$ cat config.mk
export PLATFORM = sky130hd
export DESIGN_NAME = mem_store_buffer
export DESIGN_NICKNAME = d
export VERILOG_FILES = /design/src/rtl/mem_store_buffer_pkg.sv /design/src/rtl/sb_fwd_merge.sv /design/src/rtl/mem_store_buffer.sv
export SDC_FILE = /design/constraint.sdc
export NUM_CORES = 1
export LEC_CHECK = 0
export BUFFER_PORTS_ARGS = -buffer_cell sky130_fd_sc_hd__buf_2
export CAP_MARGIN = 10
export CORE_AREA = 2 2 245 247
export DETAILED_ROUTE_END_ITERATION = 7
export DIE_AREA = 0 0 247 249
export MAX_ROUTING_LAYER = met4
export PLACE_DENSITY = 0.59
export SYNTH_ARGS = -nofsm -noshare
export SYNTH_HDL_FRONTEND = slang
export SYNTH_HIERARCHICAL = 1
export SYNTH_SLANG_ARGS = --single-unit
$ cat constraint.sdc
create_clock -name clk -period 9.7 [get_ports clk]
set_input_delay 2.91 -clock clk [delete_from_list [all_inputs] [get_ports clk]]
set_output_delay 2.91 -clock clk [all_outputs]
set_load 0.01 [all_outputs]
$ cat src/rtl/mem_store_buffer_pkg.sv
// Shared constants for the post-commit store buffer.
package mem_store_buffer_pkg;
  localparam int SB_DEPTH = 4;
  localparam int BYTE_W   = 8;
endpackage

$ cat src/rtl/sb_fwd_merge.sv
// Byte-granular load forwarding from pending store-buffer entries.
module sb_fwd_merge
  import mem_store_buffer_pkg::*;
#(
  parameter int DEPTH  = SB_DEPTH,
  parameter int ADDR_W = 30,
  parameter int DATA_W = 32
) (
  input  logic [ADDR_W-1:0]        addr     [DEPTH],
  input  logic [DATA_W/BYTE_W-1:0] wstrb    [DEPTH],
  input  logic [DATA_W-1:0]        data     [DEPTH],
  input  logic [DEPTH-1:0]         valid,
  input  logic [$clog2(DEPTH)-1:0] head,
  input  logic [ADDR_W-1:0]        ld_addr,
  output logic [DATA_W/BYTE_W-1:0] fwd_mask,
  output logic [DATA_W-1:0]        fwd_data
);
  localparam int NB = DATA_W / BYTE_W;
  localparam int PW = $clog2(DEPTH);

  logic [PW-1:0] idx;

  // Walk oldest to youngest so a younger matching lane overrides an older one.
  always_comb begin
    fwd_mask = '0;
    fwd_data = '0;
    idx      = '0;
    for (int k = 0; k < DEPTH; k++) begin
      idx = head + PW'(k);
      if (valid[idx] && (addr[idx] == ld_addr)) begin
        for (int b = 0; b < NB; b++) begin
          if (wstrb[idx][b]) begin
            fwd_mask[b]                      = 1'b1;
            fwd_data[b*BYTE_W +: BYTE_W] = data[idx][b*BYTE_W +: BYTE_W];
          end
        end
      end
    end
  end
endmodule

$ cat src/rtl/mem_store_buffer.sv
// Post-commit store buffer: in-order drain to memory, byte-level load
// forwarding, optional coalescing into the youngest non-head entry.
module mem_store_buffer
  import mem_store_buffer_pkg::*;
#(
  parameter int DEPTH    = SB_DEPTH,
  parameter int ADDR_W   = 30,
  parameter int DATA_W   = 32,
  parameter bit COALESCE = 1'b1
) (
  input  logic                       clk,
  input  logic                       rst,
  input  logic                       st_valid,
  output logic                       st_ready,
  input  logic [ADDR_W-1:0]          st_addr,
  input  logic [DATA_W/BYTE_W-1:0]   st_wstrb,
  input  logic [DATA_W-1:0]          st_wdata,
  input  logic [ADDR_W-1:0]          ld_addr,
  output logic [DATA_W/BYTE_W-1:0]   fwd_mask,
  output logic [DATA_W-1:0]          fwd_data,
  output logic                       fwd_hit,
  output logic                       mem_valid,
  input  logic                       mem_ready,
  output logic [ADDR_W-1:0]          mem_addr,
  output logic [DATA_W/BYTE_W-1:0]   mem_wstrb,
  output logic [DATA_W-1:0]          mem_wdata,
  output logic [$clog2(DEPTH):0]     count,
  output logic                       empty
);
  localparam int NB = DATA_W / BYTE_W;
  localparam int PW = $clog2(DEPTH);
  localparam int CW = PW + 1;
  localparam logic [CW-1:0] FULL = CW'(DEPTH);

  logic [ADDR_W-1:0] addr_q  [DEPTH];
  logic [NB-1:0]     wstrb_q [DEPTH];
  logic [DATA_W-1:0] data_q  [DEPTH];
  logic [PW-1:0]     head, tail, youngest;
  logic [DEPTH-1:0]  valid;
  logic              coal_hit, push, pop;

  assign youngest = tail - PW'(1);

  // count >= 2 keeps the head out of reach, so presented memory data is stable.
  assign coal_hit = COALESCE && (count >= CW'(2)) && (st_wstrb != '0) &&
                    (addr_q[youngest] == st_addr);

  assign st_ready  = (count < FULL) || coal_hit || (st_wstrb == '0);
  assign push      = st_valid && (st_wstrb != '0) && !coal_hit && (count < FULL);
  assign mem_valid = (count != '0);
  assign pop       = mem_valid && mem_ready;
  assign empty     = (count == '0);

  assign mem_addr  = addr_q[head];
  assign mem_wstrb = wstrb_q[head];
  assign mem_wdata = data_q[head];

  always_comb begin
    valid = '0;
    for (int i = 0; i < DEPTH; i++)
      valid[i] = ({1'b0, PW'(i) - head} < count);
  end

  always_ff @(posedge clk) begin
    if (rst) begin
      head  <= '0;
      tail  <= '0;
      count <= '0;
      for (int i = 0; i < DEPTH; i++) begin
        addr_q[i]  <= '0;
        wstrb_q[i] <= '0;
        data_q[i]  <= '0;
      end
    end else begin
      if (push) begin
        addr_q[tail]  <= st_addr;
        wstrb_q[tail] <= st_wstrb;
        data_q[tail]  <= st_wdata;
        tail          <= tail + PW'(1);
      end
      if (st_valid && coal_hit) begin
        wstrb_q[youngest] <= wstrb_q[youngest] | st_wstrb;
        for (int b = 0; b < NB; b++)
          if (st_wstrb[b])
            data_q[youngest][b*BYTE_W +: BYTE_W] <= st_wdata[b*BYTE_W +: BYTE_W];
      end
      if (pop)
        head <= head + PW'(1);
      case ({push, pop})
        2'b10:   count <= count + CW'(1);
        2'b01:   count <= count - CW'(1);
        default: ;
      endcase
    end
  end

  sb_fwd_merge #(
    .DEPTH  (DEPTH),
    .ADDR_W (ADDR_W),
    .DATA_W (DATA_W)
  ) u_fwd (
    .addr     (addr_q),
    .wstrb    (wstrb_q),
    .data     (data_q),
    .valid    (valid),
    .head     (head),
    .ld_addr  (ld_addr),
    .fwd_mask (fwd_mask),
    .fwd_data (fwd_data)
  );

  assign fwd_hit = |fwd_mask;
endmodule
==> results.md <==
- Status: completed
- Power Total: between 4 and 5 mW
- Critical Path End: fwd_data[20]
- Die Width: 247 µm
- Layout cells sized above 1: 20.2%
- Placed cells: 3381
- #FFs+latches synth: 271
- DP Wirelength: 61400 µm
- Commonest non-fill, non-tap cells in the layout: mux2i_1 (479), dfxtp_1 (268), nor2_1 (261), buf_2 (207), nand2b_1 (184)
- Worst reg2reg setup slack: between 3 and 4 ns
- Synth area leaders: dfxtp_1 (23%), mux2i_1 (20%), mux4_2 (9.8%)
- Iter 0 DRT Violations: around 2000
- Total clock sinks: 271
- Register Area: ~5400 µm²
- Cts hold-fix bufs: 0
- Overall die height: 249 µm
- WS Path Type: in -> out
- CP Data Required Time: 6.79 ns
- Layout filler cell count: 5662
- Ys Warns: 6
- Initial Utilization: 39.9%
- Antenna violations before repair: 7
- Vias in the first global route: 20389
- Syn Nets: 2691
- Clk slew on worst S/H paths: 0.05 ns
- Routed Antenna Nets: 0
- Inserted Clock Buffers: 35
- Pre-CTS WS: ~0.45 ns
- CP Data Arrival Time: 6.37 ns
- Synth cell types: 90
- Top_reg_cell synth: dfxtp_1
- Routed vias/inst: 6.15
- CP max FO: 15
- Final Max Slew Viols: 0
- Pwr Density: 187 nW/µm²
- Max-cap violation count: 0
- Relative slew slack: between 10% and 20%
- DP Area: about 25000 µm²
- GRT Util Overall: 27.7%
- Multi-input logic area: 16800 µm²
- Crit end category: output port
- Origin of the critical flop-to-flop path: tail[0]
- Leak: between 9 and 10 nW
- Final Cell Area: 26000 µm²
- Fin cells: between 3000 and 4000
- 1st-pass router iterations: 8
- Clock Skew: 0.0448 ns
- Yosys top cell by area: dfxtp_1
- IO Port Bufs: 208
- GPL Wtd Cong: 1.04
- Syn avg cell area: 9.07 µm²
- Die area: 61500 µm²
- # DRC: 0
- Syn-to-layout area delta: 10.9%
- Asr flop ratio synth: 0%
- Post-synthesis instance area: 23400 µm²
- Core ar.: 58700 µm²
- WHS: 0.502 ns
- Endpoints failing setup: 0
- Share of the synthesized area in the top cell type: between 20% and 30%
- Hold Vio Cnt, Final: 0
- Largest net degree at the start of global routing: 191
- TritonCTS clock tree: built
- Post-layout util: 44.2%
- CP Launch Point: ld_addr[2]
- Startpoint Class: primary input
- Commonest non-fill, non-tap cell in the layout: mux2i_1
- I/O Pins: 209
- Post-CTS Resized: 0
- Final #Nets: 2755
- R2R cell count: 15
- Row count: roughly 90
- Worst Slack Setup Final: 0.416 ns
- Setup TNS: 0 ns
- Crit Reg-Reg Endpoint: count[2]
- Register area share after synthesis: 23.2%
- Clock Latency Late Sink: 0.57 ns
- Setup bufs post-CTS: 0
- Peak VDD IR: 0.143 mV
- DR vias: between 20000 and 25000
- Aggregate global routing overflow: 0
- EDFF count, synth: 0
- Min Tclk post-route: slightly above 9 ns
- Synth Instances: approximately 2600
- Type of the worst min-delay path: reg -> reg
- First-pass GRT wire length: between 100000 and 150000 µm
- Tightest Pin Transition: 1.24 ns
- Final Cycle Share: a little over nine tenths
- H-tree Lvls: 2
- Clock Root Buffer: clkbuf_16
- Setup repair after global routing missed its margin: false
- DR WL/cell: 24.6 µm
- FMAX: 108 MHz
- WL final: 84900 µm
- Clk buf depth: 3
==> cells by family after synthesis <==
kind of cell	synth area share (%)
AO/OA/AOI/OAI	12.0
XOR/XNOR	4.94
adder cells (fa/ha/maj)	0.567
buffers and inverters	5.51
flip-flops	23.2
multiplexers	34.9
AND/OR/NAND/NOR	18.9
==> cell type report <==
| class | count | share of cell area, % |
|---|---|---|
| Multi-Input combinational cell | 2039 | 64.5 |
| Clock inverter | 7 | 0.511 |
| Inverter | 41 | 0.598 |
| Tap cell | 773 | 3.73 |
| Timing Repair Buffer | 257 | 5.55 |
| Clock buffer | 54 | 4.04 |
| Antenna cell | 8 | 0.0771 |
| Sequential cell | 271 | 20.9 |
==> where the power goes <==
group	internal, mW	switching (mW)	leakage, nW
Clock	0.825	0.537	0.577
Sequential	1.22	0.202	2.20
Combinational	0.820	1.25	6.59
Total	2.86	1.99	9.37
==> cell usage after synthesis (6+ instances only) <==
master and count:
or2_2 12, buf_4 11, mux2i_1 479, nand3_1 48
inv_1 40, mux4_1 9, a41oi_1 6, o31a_1 7
nor3_1 36, buf_1 21, xor2_1 19, nor2_1 261
o21ai_0 91, and2_1 20, nor4_1 62, a22oi_1 7
o22ai_1 22, o2111ai_1 11, mux2_2 73, nand2b_1 184
xnor2_1 113, o21a_1 14, buf_2 52, a21oi_4 17
a21oi_1 58, a211o_1 11, a211oi_1 14, clkbuf_1 129
or3_1 10, nor2b_1 22, mux4_2 102, o211ai_1 27
o31ai_1 6, dfxtp_1 271, nand4_1 37, nor4b_1 7
nand2_1 94, and3_1 19, a21o_1 12, ha_1 9
buf_6 11, a31oi_1 23
==> state kept, by name, indices dropped and copies added (netlist names) <==
register  cells
data_q      128
wstrb_q      16
tail          2
addr_q      120
count         3
head          2
==> worst max-delay path, cell delays in order <==
cell and delay [ns]:
buf_2 0.17, inv_1 0.13, a211o_1 0.32, a311o_1 0.38
a2111oi_2 0.33, or4b_4 0.58, or3_1 0.65, o211a_4 0.30
a22oi_1 0.16, o2111ai_1 0.22, buf_2 0.21
==> routing by layer <==
metal	track usage (%)	wire length [µm]	part of all wire, %
met1	37.5	37100	44
met2	42.0	38700	46
met3	4.33	6410	7.6
met4	8.93	2700	3.2
met5	-	0	0
==> worst min-delay path by stage <==
| stage | startpoint | to | slack, ns | cells past startpoint |
|---|---|---|---|---|
| after floorplan | data_q[80] | data_q[80] | 0.47 | 2 |
| after global placement | data_q[96] | data_q[96] | 0.48 | 2 |
| after detailed placement | data_q[16] | data_q[16] | 0.50 | 2 |
| after CTS | data_q[103] | data_q[103] | 0.51 | 2 |
| after global routing | data_q[103] | data_q[103] | 0.53 | 2 |
| final | data_q[69] | data_q[69] | 0.50 | 2 |
No activity file was read; power rests on OpenSTA's default activity.
